### config.mk
export PLATFORM = sky130hd
export DESIGN_NAME = shift_reg_burst
export DESIGN_NICKNAME = d
export VERILOG_FILES = /design/src/rtl/shift_pkg.sv /design/src/rtl/shift_burst_ctrl.sv /design/src/rtl/shift_reg_burst.sv
export SDC_FILE = /design/constraint.sdc
export NUM_CORES = 1
export LEC_CHECK = 0
export ABC_CLOCK_PERIOD_IN_PS = 3800
export BUFFER_PORTS_ARGS = -buffer_cell sky130_fd_sc_hd__buf_4
export CAP_MARGIN = 10
export CORE_MARGIN = 3
export CORE_UTILIZATION = 55
export DETAILED_ROUTE_END_ITERATION = 8
export GPL_TIMING_DRIVEN = 0
export PLACE_DENSITY_LB_ADDON = 0.2
export SETUP_SLACK_MARGIN = 0.4
export SYNTH_ARGS = -nofsm -noshare
export SYNTH_HDL_FRONTEND = slang
export SYNTH_SLANG_ARGS = --single-unit
### constraint.sdc
create_clock -name clk -period 3.8 [get_ports clk]
set_input_delay 0.19 -clock clk [delete_from_list [all_inputs] [get_ports clk]]
set_output_delay 0.19 -clock clk [all_outputs]
set_load 0.005 [all_outputs]
### src/rtl/shift_pkg.sv
// Shared encodings and the fill-bit helper for the burst shift register.
// Optional feature macro: SHIFT_ROTATE_EN (enables the rotate fill path).
package shift_pkg;

    localparam logic [1:0] MODE_LOGIC = 2'b00;
    localparam logic [1:0] MODE_ROT   = 2'b01;
    localparam logic [1:0] MODE_ARITH = 2'b10;
    localparam logic [1:0] MODE_HOLD  = 2'b11;

    localparam logic DIR_LEFT  = 1'b0;
    localparam logic DIR_RIGHT = 1'b1;

    localparam logic S_IDLE = 1'b0;
    localparam logic S_RUN  = 1'b1;

`ifdef SHIFT_ROTATE_EN
    // Bit entering the register for one step; 'leaving' is the bit pushed out.
    function automatic logic fill_bit(input logic [1:0] mode, input logic dir,
                                      input logic in_bit, input logic msb,
                                      input logic leaving);
        logic f;
        f = in_bit;
        case (mode)
            MODE_LOGIC: f = in_bit;
            MODE_ROT:   f = leaving;
            MODE_ARITH: f = (dir == DIR_RIGHT) ? msb : in_bit;
            default:    f = in_bit;
        endcase
        return f;
    endfunction
`else
    // Bit entering the register for one step; rotate decodes as logical.
    function automatic logic fill_bit(input logic [1:0] mode, input logic dir,
                                      input logic in_bit, input logic msb);
        logic f;
        f = in_bit;
        case (mode)
            MODE_LOGIC: f = in_bit;
            MODE_ROT:   f = in_bit;
            MODE_ARITH: f = (dir == DIR_RIGHT) ? msb : in_bit;
            default:    f = in_bit;
        endcase
        return f;
    endfunction
`endif

endpackage

### src/rtl/shift_burst_ctrl.sv
// IDLE/RUN burst controller: remaining counter, busy/done, step enable and
// the dir/mode the data path should use this cycle.
module shift_burst_ctrl
    import shift_pkg::*;
#(
    parameter int CNT_W = 4
)(
    input  logic             clk,
    input  logic             rst_n,
    input  logic             i_srst,
    input  logic             i_load,
    input  logic             i_start,
    input  logic             i_shift,
    input  logic             i_dir,
    input  logic [1:0]       i_mode,
    input  logic [CNT_W-1:0] i_count,
    output logic             o_step,
    output logic             o_dir,
    output logic [1:0]       o_mode,
    output logic             o_busy,
    output logic             o_done
);

    localparam logic [CNT_W-1:0] CNT_ZERO = {CNT_W{1'b0}};
    localparam logic [CNT_W-1:0] CNT_ONE  = {{(CNT_W-1){1'b0}}, 1'b1};

    logic             r_state;
    logic [CNT_W-1:0] r_remaining;
    logic             r_dir;
    logic [1:0]       r_mode;
    logic             r_busy;
    logic             r_done;

    logic             w_state_n;
    logic [CNT_W-1:0] w_rem_n;
    logic             w_dir_n;
    logic [1:0]       w_mode_n;
    logic             w_busy_n;
    logic             w_done_n;

    // Next-state decode; load overrides everything and aborts a running burst.
    always_comb begin
        w_state_n = r_state;
        w_rem_n   = r_remaining;
        w_dir_n   = r_dir;
        w_mode_n  = r_mode;
        w_busy_n  = r_busy;
        w_done_n  = 1'b0;
        if (i_load) begin
            w_state_n = S_IDLE;
            w_rem_n   = CNT_ZERO;
            w_busy_n  = 1'b0;
        end else begin
            case (r_state)
                S_IDLE: begin
                    if (i_start) begin
                        if (i_count != CNT_ZERO) begin
                            w_state_n = S_RUN;
                            w_rem_n   = i_count;
                            w_dir_n   = i_dir;
                            w_mode_n  = i_mode;
                            w_busy_n  = 1'b1;
                        end else begin
                            w_done_n = 1'b1;
                        end
                    end else begin
                        w_state_n = S_IDLE;
                    end
                end
                S_RUN: begin
                    w_rem_n = r_remaining - CNT_ONE;
                    if (r_remaining == CNT_ONE) begin
                        w_state_n = S_IDLE;
                        w_busy_n  = 1'b0;
                        w_done_n  = 1'b1;
                    end else begin
                        w_state_n = S_RUN;
                    end
                end
                default: begin
                    w_state_n = S_IDLE;
                    w_busy_n  = 1'b0;
                end
            endcase
        end
    end

    // Step enable: every RUN edge steps; in IDLE a lone shift strobe steps.
    always_comb begin
        o_step = 1'b0;
        if (i_load) begin
            o_step = 1'b0;
        end else if (r_state == S_RUN) begin
            o_step = 1'b1;
        end else if (i_start) begin
            o_step = 1'b0;
        end else begin
            o_step = i_shift;
        end
    end

    // A burst uses the latched dir/mode; single steps use the live inputs.
    always_comb begin
        if (r_state == S_RUN) begin
            o_dir  = r_dir;
            o_mode = r_mode;
        end else begin
            o_dir  = i_dir;
            o_mode = i_mode;
        end
    end

    // Controller state registers with async and soft reset.
    always_ff @(posedge clk or negedge rst_n) begin
        if (!rst_n) begin
            r_state     <= S_IDLE;
            r_remaining <= CNT_ZERO;
            r_dir       <= DIR_LEFT;
            r_mode      <= MODE_LOGIC;
            r_busy      <= 1'b0;
            r_done      <= 1'b0;
        end else if (i_srst) begin
            r_state     <= S_IDLE;
            r_remaining <= CNT_ZERO;
            r_dir       <= DIR_LEFT;
            r_mode      <= MODE_LOGIC;
            r_busy      <= 1'b0;
            r_done      <= 1'b0;
        end else begin
            r_state     <= w_state_n;
            r_remaining <= w_rem_n;
            r_dir       <= w_dir_n;
            r_mode      <= w_mode_n;
            r_busy      <= w_busy_n;
            r_done      <= w_done_n;
        end
    end

    assign o_busy = r_busy;
    assign o_done = r_done;

endmodule

### src/rtl/shift_reg_burst.sv
// Parametrised bidirectional shift register with parallel load, single step
// and counted burst shifting. Optional macro SHIFT_ROTATE_EN enables rotate
// mode; without it mode 01 behaves as a logical shift.
module shift_reg_burst
    import shift_pkg::*;
#(
    parameter int               WIDTH     = 8,
    parameter logic [WIDTH-1:0] RESET_VAL = {WIDTH{1'b0}},
    parameter int               CNT_W     = $clog2(WIDTH + 1)
)(
    input  logic             clk,
    input  logic             rst_n,
    input  logic             i_srst,
    input  logic [WIDTH-1:0] i_in,
    input  logic             i_in_bit,
    input  logic             i_load,
    input  logic             i_shift,
    input  logic             i_dir,
    input  logic [1:0]       i_mode,
    input  logic             i_start,
    input  logic [CNT_W-1:0] i_count,
    output logic [WIDTH-1:0] o_out,
    output logic             o_out_bit,
    output logic             o_busy,
    output logic             o_done
);

    logic             r_out;
    logic [WIDTH-1:0] r_data;
    logic             w_step;
    logic             w_dir;
    logic [1:0]       w_mode;
    logic             w_fill;
    logic [WIDTH-1:0] w_next_data;
    logic             w_next_bit;

    shift_burst_ctrl #(.CNT_W(CNT_W)) u_ctrl (
        .clk     (clk),
        .rst_n   (rst_n),
        .i_srst  (i_srst),
        .i_load  (i_load),
        .i_start (i_start),
        .i_shift (i_shift),
        .i_dir   (i_dir),
        .i_mode  (i_mode),
        .i_count (i_count),
        .o_step  (w_step),
        .o_dir   (w_dir),
        .o_mode  (w_mode),
        .o_busy  (o_busy),
        .o_done  (o_done)
    );

`ifdef SHIFT_ROTATE_EN
    logic w_leaving;
    assign w_leaving = (w_dir == DIR_LEFT) ? r_data[WIDTH-1] : r_data[0];
    assign w_fill    = fill_bit(w_mode, w_dir, i_in_bit, r_data[WIDTH-1], w_leaving);
`else
    assign w_fill    = fill_bit(w_mode, w_dir, i_in_bit, r_data[WIDTH-1]);
`endif

    // One-step result in the selected direction.
    always_comb begin
        w_next_data = r_data;
        w_next_bit  = r_out;
        if (w_dir == DIR_LEFT) begin
            w_next_data = {r_data[WIDTH-2:0], w_fill};
            w_next_bit  = r_data[WIDTH-1];
        end else begin
            w_next_data = {w_fill, r_data[WIDTH-1:1]};
            w_next_bit  = r_data[0];
        end
    end

    // Data register and serial out bit; load wins, hold mode freezes both.
    always_ff @(posedge clk or negedge rst_n) begin
        if (!rst_n) begin
            r_data <= RESET_VAL;
            r_out  <= 1'b0;
        end else if (i_srst) begin
            r_data <= RESET_VAL;
            r_out  <= 1'b0;
        end else if (i_load) begin
            r_data <= i_in;
        end else if (w_step && (w_mode != MODE_HOLD)) begin
            r_data <= w_next_data;
            r_out  <= w_next_bit;
        end else begin
            r_data <= r_data;
            r_out  <= r_out;
        end
    end

    assign o_out     = r_data;
    assign o_out_bit = r_out;

endmodule

* After elaboration in Yosys (flattened, before gate mapping)
Index checks and enable logic that the tools add are counted.
W data, S select, Z words.
** Storage, ports and cells
- Bits in registers :: 19
- Bits in latches :: 0
- Memory bits (writable) :: 0
- Bits in read-only memories :: 0
- Input port bits :: 22
- Output and inout bits :: 11
- Logic and storage cells :: 76
- Memories :: 0
** Cells by class
- Add/sub/neg operators :: 1
- Multipliers :: 0
- Divide/modulo/power cells :: 0
- $lt $le $gt $ge :: 0
- Eq/ne operators :: 8
- Shift-type cells :: 0
- Muxes and demuxes :: 48
- Bitwise operators :: 1
- Reduce and logical (&&, ||, !) cells :: 10
** Operators with widths (number)
- $mux W8 :: 4
- $mux W1 :: 30
- $mux W4 :: 4
- $mux W2 :: 6
- $ne A4 B4 Y1 const B :: 2
- $pmux W4 S2 :: 1
- $ne A2 B2 Y1 const B :: 3
- $pmux W1 S2 :: 3
- $reduce_bool A2 Y1 :: 3
- $eq A4 B1 Y1 const B :: 1
- $ne A4 B3 Y1 const B :: 1
- $reduce_and A2 Y1 :: 2
- $reduce_and A4 Y1 :: 1
- $reduce_bool A4 Y1 :: 1
- $sub A4 B1 Y4 const B :: 1
- $reduce_and A3 Y1 :: 1
- $reduce_bool A3 Y1 :: 1
- $eq A2 B2 Y1 const B :: 1
- $logic_and A1 B1 Y1 :: 1
- $not A1 Y1 :: 1

* Longest topological paths before layout
- Depth in word-level cells :: 7
- Depth in mapped cells :: 6
- Depth with buffers taken out :: 5

* Cells and area by module
A second synthesis with hierarchy kept.
** Second synthesis, totals
- Cell total of the unflattened synthesis :: 119
- Area total of the unflattened synthesis :: 1211.2 µm²
** Modules (own cells, without submodules)
- shift_burst_ctrl :: times used 1, cells an instance 58, area each 631.9 µm², sequential area each 250.2 µm²
- shift_reg_burst :: times used 1, cells an instance 61, area each 579.3 µm², sequential area each 225.2 µm²

* Worst setup path after synthesis
OpenSTA, ideal clock, no wires.
- Kind :: flip-flop to flip-flop
- From :: register u_ctrl.r_state
- To :: register r_data[0], in the netlist o_out[0]
- Library setup time :: 0.135 ns
- Arrival :: 1.355 ns
- Data required time :: 3.665 ns
- Slack :: 2.310 ns
- Cell stages (with the launch flop) :: 7
- Path buffers :: 2
- Period minus slack after synthesis :: 1.490 ns
- Cells stage by stage :: dfrtp_1 > buf_6 > mux2i_2 > buf_6 > mux2_2 > mux2i_1 > o31ai_1
** Between the ends
- Longest elaborated chain between the ends :: 7
- Elaborated cells between the ends (all ways) :: 14
- Classes of those cells :: eq/ne: 2; mux: 10; reduce/logical: 2
** Ends and longest elaborated chain
- from (decl) :: RTL line shift_burst_ctrl.sv:27 : logic r_state;
- from (signal assigned) :: RTL line shift_burst_ctrl.sv:130 : r_state <= w_state_n;
- $mux W2 / $mux W1 (equally long branches) :: RTL line shift_burst_ctrl.sv:104 : if (r_state == S_RUN) begin
- $eq A2 B2 Y1 / $mux W1 (equally long branches) :: RTL line shift_pkg.sv:37, shift_pkg.sv:40
- $mux W1 :: RTL line shift_pkg.sv:37 : case (mode)
- $mux W8 :: RTL line shift_reg_burst.sv:66 : if (w_dir == DIR_LEFT) begin
- $mux W8 :: RTL line shift_reg_burst.sv:85 : end else if (w_step && (w_mode != MODE_HOLD)) begin
- $mux W8 :: RTL line shift_reg_burst.sv:83 : end else if (i_load) begin
- $mux W8 :: RTL line shift_reg_burst.sv:80 : end else if (i_srst) begin
- to (signal assigned) :: RTL line shift_reg_burst.sv:84 : r_data <= i_in;
- to (signal assigned) :: RTL line shift_reg_burst.sv:86 : r_data <= w_next_data;
- to (signal assigned) :: RTL line shift_reg_burst.sv:89 : r_data <= r_data;
- to (decl) :: RTL line shift_reg_burst.sv:29 : logic [WIDTH-1:0] r_data;
Parallel ways exist; a longest one is shown, timed or not. The select of a mux whose other input is x is not followed.
A chain may end at the register's enable or synchronous reset.

* Worst setup path in the final report
- From :: register u_ctrl.r_state
- To :: register r_data[6], in the netlist o_out[6]
** Between the ends
- Longest elaborated chain between the ends :: 5
- Elaborated cells between the ends (all ways) :: 11
- Classes of those cells :: eq/ne: 1; mux: 8; reduce/logical: 2
** Ends and longest elaborated chain (RTL line)
- $mux W1 :: shift_burst_ctrl.sv:104
- $mux W8 :: shift_reg_burst.sv:66
- $mux W8 :: shift_reg_burst.sv:85
- $mux W8 :: shift_reg_burst.sv:83
- $mux W8 :: shift_reg_burst.sv:80
Parallel ways exist; a longest one is shown, timed or not. The select of a mux whose other input is x is not followed.

==> flow_metrics.py <==
metrics = {
    "synth": {
        "yosysWarnings": 0,
        "synth_most_common_cell": "dfrtp_1",
        "synth_area_leader_cell": "dfrtp_1",
        "synth_cells": 114,
        "synthFlopType": "dfrtp_1",
        "async_flop_share": 1.00,
        "synth_nets": 138,
        "synth_top_area_frac": 0.404,
        "synth.distinct_cells": 32,
        "synth_area_leaders": "dfrtp_1, mux2i_1, mux2_2",
        "syn-mean-instance-area_um2": 10.3,
        "syn_area_mm2": 0.00118,
        "synthTopCellsByCount": "dfrtp_1, mux2i_1, nor2_1, nand2_1, mux2_2",
        "synth-seq-cells": 19,
        "ys_seq_area_frac": 0.404,
        "synth-edff-count": 0,
    },
    "sta": {
        "final_max_slew_viol_count": 0,
        "fin_ws_ns": 2.15,
        "finalCritPeriodShare": 0.435,
        "rsz0062_at_grt": "false",
        "max_freq_mhz": 606,
        "setup_viol_count_final": 0,
        "hold_viol_final": 0,
        "maxSlewHeadroom": 0.584,
        "tightest_slew_ns": 0.623,
        "fin_crit_ns": 1.65,
        "tns_ns": 0,
        "fin_skew_ns": 0.00617,
    },
    "route": {
        "wl_per_cell_um": 15.5,
        "wirelength_um": 2770,
        "viasPerCell": 5.79,
        "drc": 0,
        "vias": 1031,
        "drtIter0Drc": 11,
        "drtPass1Iterations": 4,
        "ant_nets": 0,
    },
    "clock_tree": {
        "path_clk_slew_ns": 0.11,
        "clock_latency_ns": 0.30,
        "cts_tree": "done",
        "cts_sinks": 19,
        "cts_made_buffers": 3,
        "post-cts-setup-buffer-count": 0,
        "cts_max_level": 1,
        "root_buffer": "clkbuf_4",
        "cts_resized": 0,
        "clockBufferDepth": 2,
    },
    "cells_and_area": {
        "nets": 176,
        "drive_gt1_frac": 0.351,
        "syn2layout_area_growth_pct": 26.4,
        "fin_cells": 178,
        "fillerInstances": 159,
        "diodes": 0,
    },
    "outcome": {
        "status": "complete, no violations",
    },
    "setup_path": {
        "reg2regPathDepth": 6,
        "cp_data_required_time_ns": 3.98,
        "rrSetupSlack_ns": 2.15,
        "crit_start": "u_ctrl.r_state$_DFF_PN0_",
        "critical_path_class": "reg -> reg",
        "cp-start-kind": "flip-flop",
        "critPathCapture": "o_out[6]$_DFFE_PN0P_",
        "r2r-start": "u_ctrl.r_state$_DFF_PN0_",
        "arrival_ns": 1.83,
        "path_max_fanout": 10,
        "r2r-end": "o_out[6]$_DFFE_PN0P_",
        "endpoint_kind": "flip-flop",
    },
    "pwr": {
        "leakage_uw": 0.000700,
        "pwr_density_cell_mw_per_mm2": 303,
        "vdd_ir_drop_max_mv": 0.265,
    },
    "global_route": {
        "grtUsageTotal": 0.225,
        "grt_pass1_vias": 1021,
        "overflow": 0,
        "grt_max_degree": 20,
        "grt_first_pass_wirelength_um": 4520,
        "antenna_found_initial": 0,
    },
    "worst_hold_path": {
        "worstHoldPathType": "in -> reg",
    },
    "place": {
        "routabilityCongestion": 0.797,
        "place_ws_ns": 2.17,
        "dp.cells": 173,
        "portBuffers": 32,
        "hpwl_um": 2090,
    },
    "run": {
        "cap_violations": 0,
    },
    "floorplanning": {
        "core-area_mm2": 0.00200,
        "fp.dieW_um": 52.3,
        "io_pins": 33,
        "fp.dieH_um": 52.3,
        "start_util": 0.588,
        "dieArea_mm2": 0.00273,
        "rows": 16,
    },
}
## critical path, cell delays in order (launching register included)
cell and delay (ns):
dfrtp_1 0.36, buf_6 0.14, mux2i_2 0.28, buf_6 0.19
mux2_2 0.34, mux2i_1 0.14, o31ai_1 0.09
## state kept, by name, summed over array words and instances, names as in the netlist
name                flops
u_ctrl.r_remaining      4
u_ctrl.r_mode           2
u_ctrl.r_state          1
o_out_bit               1
u_ctrl.o_busy           1
u_ctrl.r_dir            1
u_ctrl.o_done           1
o_out                   8
## power by group
part	total, µW	switching, µW	internal (µW)
Combinational	116	53.8	62.6
Sequential	228	13.5	215
Clock	106	64.6	41.0
Total	450	132	318
## cells in the final DEF (no fill, tap or decap), types with 2 or more instances in the layout
master / netlist / layout
clkbuf_4: 0 / 3
mux2i_1: 11 / 11
dfrtp_1: 19 / 19
buf_2: 2 / 2
a21oi_1: 6 / 6
clkbuf_1: 3 / 4
nand2_1: 9 / 9
a32oi_1: 2 / 2
nor2_1: 10 / 10
a211oi_1: 5 / 5
xnor2_1: 2 / 2
or3_1: 2 / 2
inv_1: 6 / 6
buf_4: 1 / 33
a221oi_1: 3 / 3
ha_1: 2 / 2
o31ai_1: 7 / 7
mux2_2: 8 / 8
buf_6: 2 / 2
## routing by layer
metal / GRT usage / wire length [µm] / vias to the layer above
li1: - / - / 489
met1: 0.271 / 1210 / 508
met2: 0.389 / 1390 / 30
met3: 0.0427 / 137 / 4
met4: 0.0979 / 27 / 0
met5: 0 / 0 / -
## cells by family (layout without fill, tap and decap cells)
group,after synthesis,after routing,share of synthesized area
AO/OA/AOI/OAI,30,30,0.208
AND/OR/NAND/NOR,27,27,0.107
multiplexers,20,20,0.182
flip-flops,19,19,0.404
buffers and inverters,14,51,0.0627
adder cells (fa/ha/maj),2,2,0.0213
XOR/XNOR,2,2,0.0149
## worst min path at each step
stage	startpoint	end	slack, ns	depth (start not counted)
6_report	i_srst	o_out[4]$_DFFE_PN0P_	0.08	2
5_1_grt	i_srst	o_out[4]$_DFFE_PN0P_	0.07	2
4_1_cts	i_srst	o_out[4]$_DFFE_PN0P_	0.08	2
3_5_place_dp	rst_n	u_ctrl.r_remaining[2]$_DFFE_PN0P_	0.08	1
3_3_place_gp	rst_n	u_ctrl.r_remaining[0]$_DFFE_PN0P_	0.08	1
2_1_floorplan	rst_n	o_out[0]$_DFFE_PN0P_	-0.11	0
## what timing repair did
item,CTS,global route
hold endpoints to repair,19,0
hold buffers,1,0
setup endpoints to repair,0,0
## cell type report
cell class                      instances  area [µm²]  share of cell area
Inverter                                6        22.5              0.0151
Buffer                                  8        51.3              0.0345
Multi-Input combinational cell         81         628               0.422
Tap cell                               27        33.8              0.0227
Timing Repair Buffer                   33         250               0.168
Sequential cell                        19         475               0.320
Clock buffer                            4        26.3              0.0177
## per-stage QoR
stage	total power [µW]	utilization	hold slack, ns	area (µm²)
final	450	0.743	0.0807	1490
after global routing	474	0.743	0.0662	1490
after CTS	453	0.743	0.0768	1490
after detailed placement	347	0.725	0.0778	1450
after global placement	343	0.725	0.0750	1450
after floorplan	294	-	-0.106	1180
No activity file was read; power rests on OpenSTA's default activity.
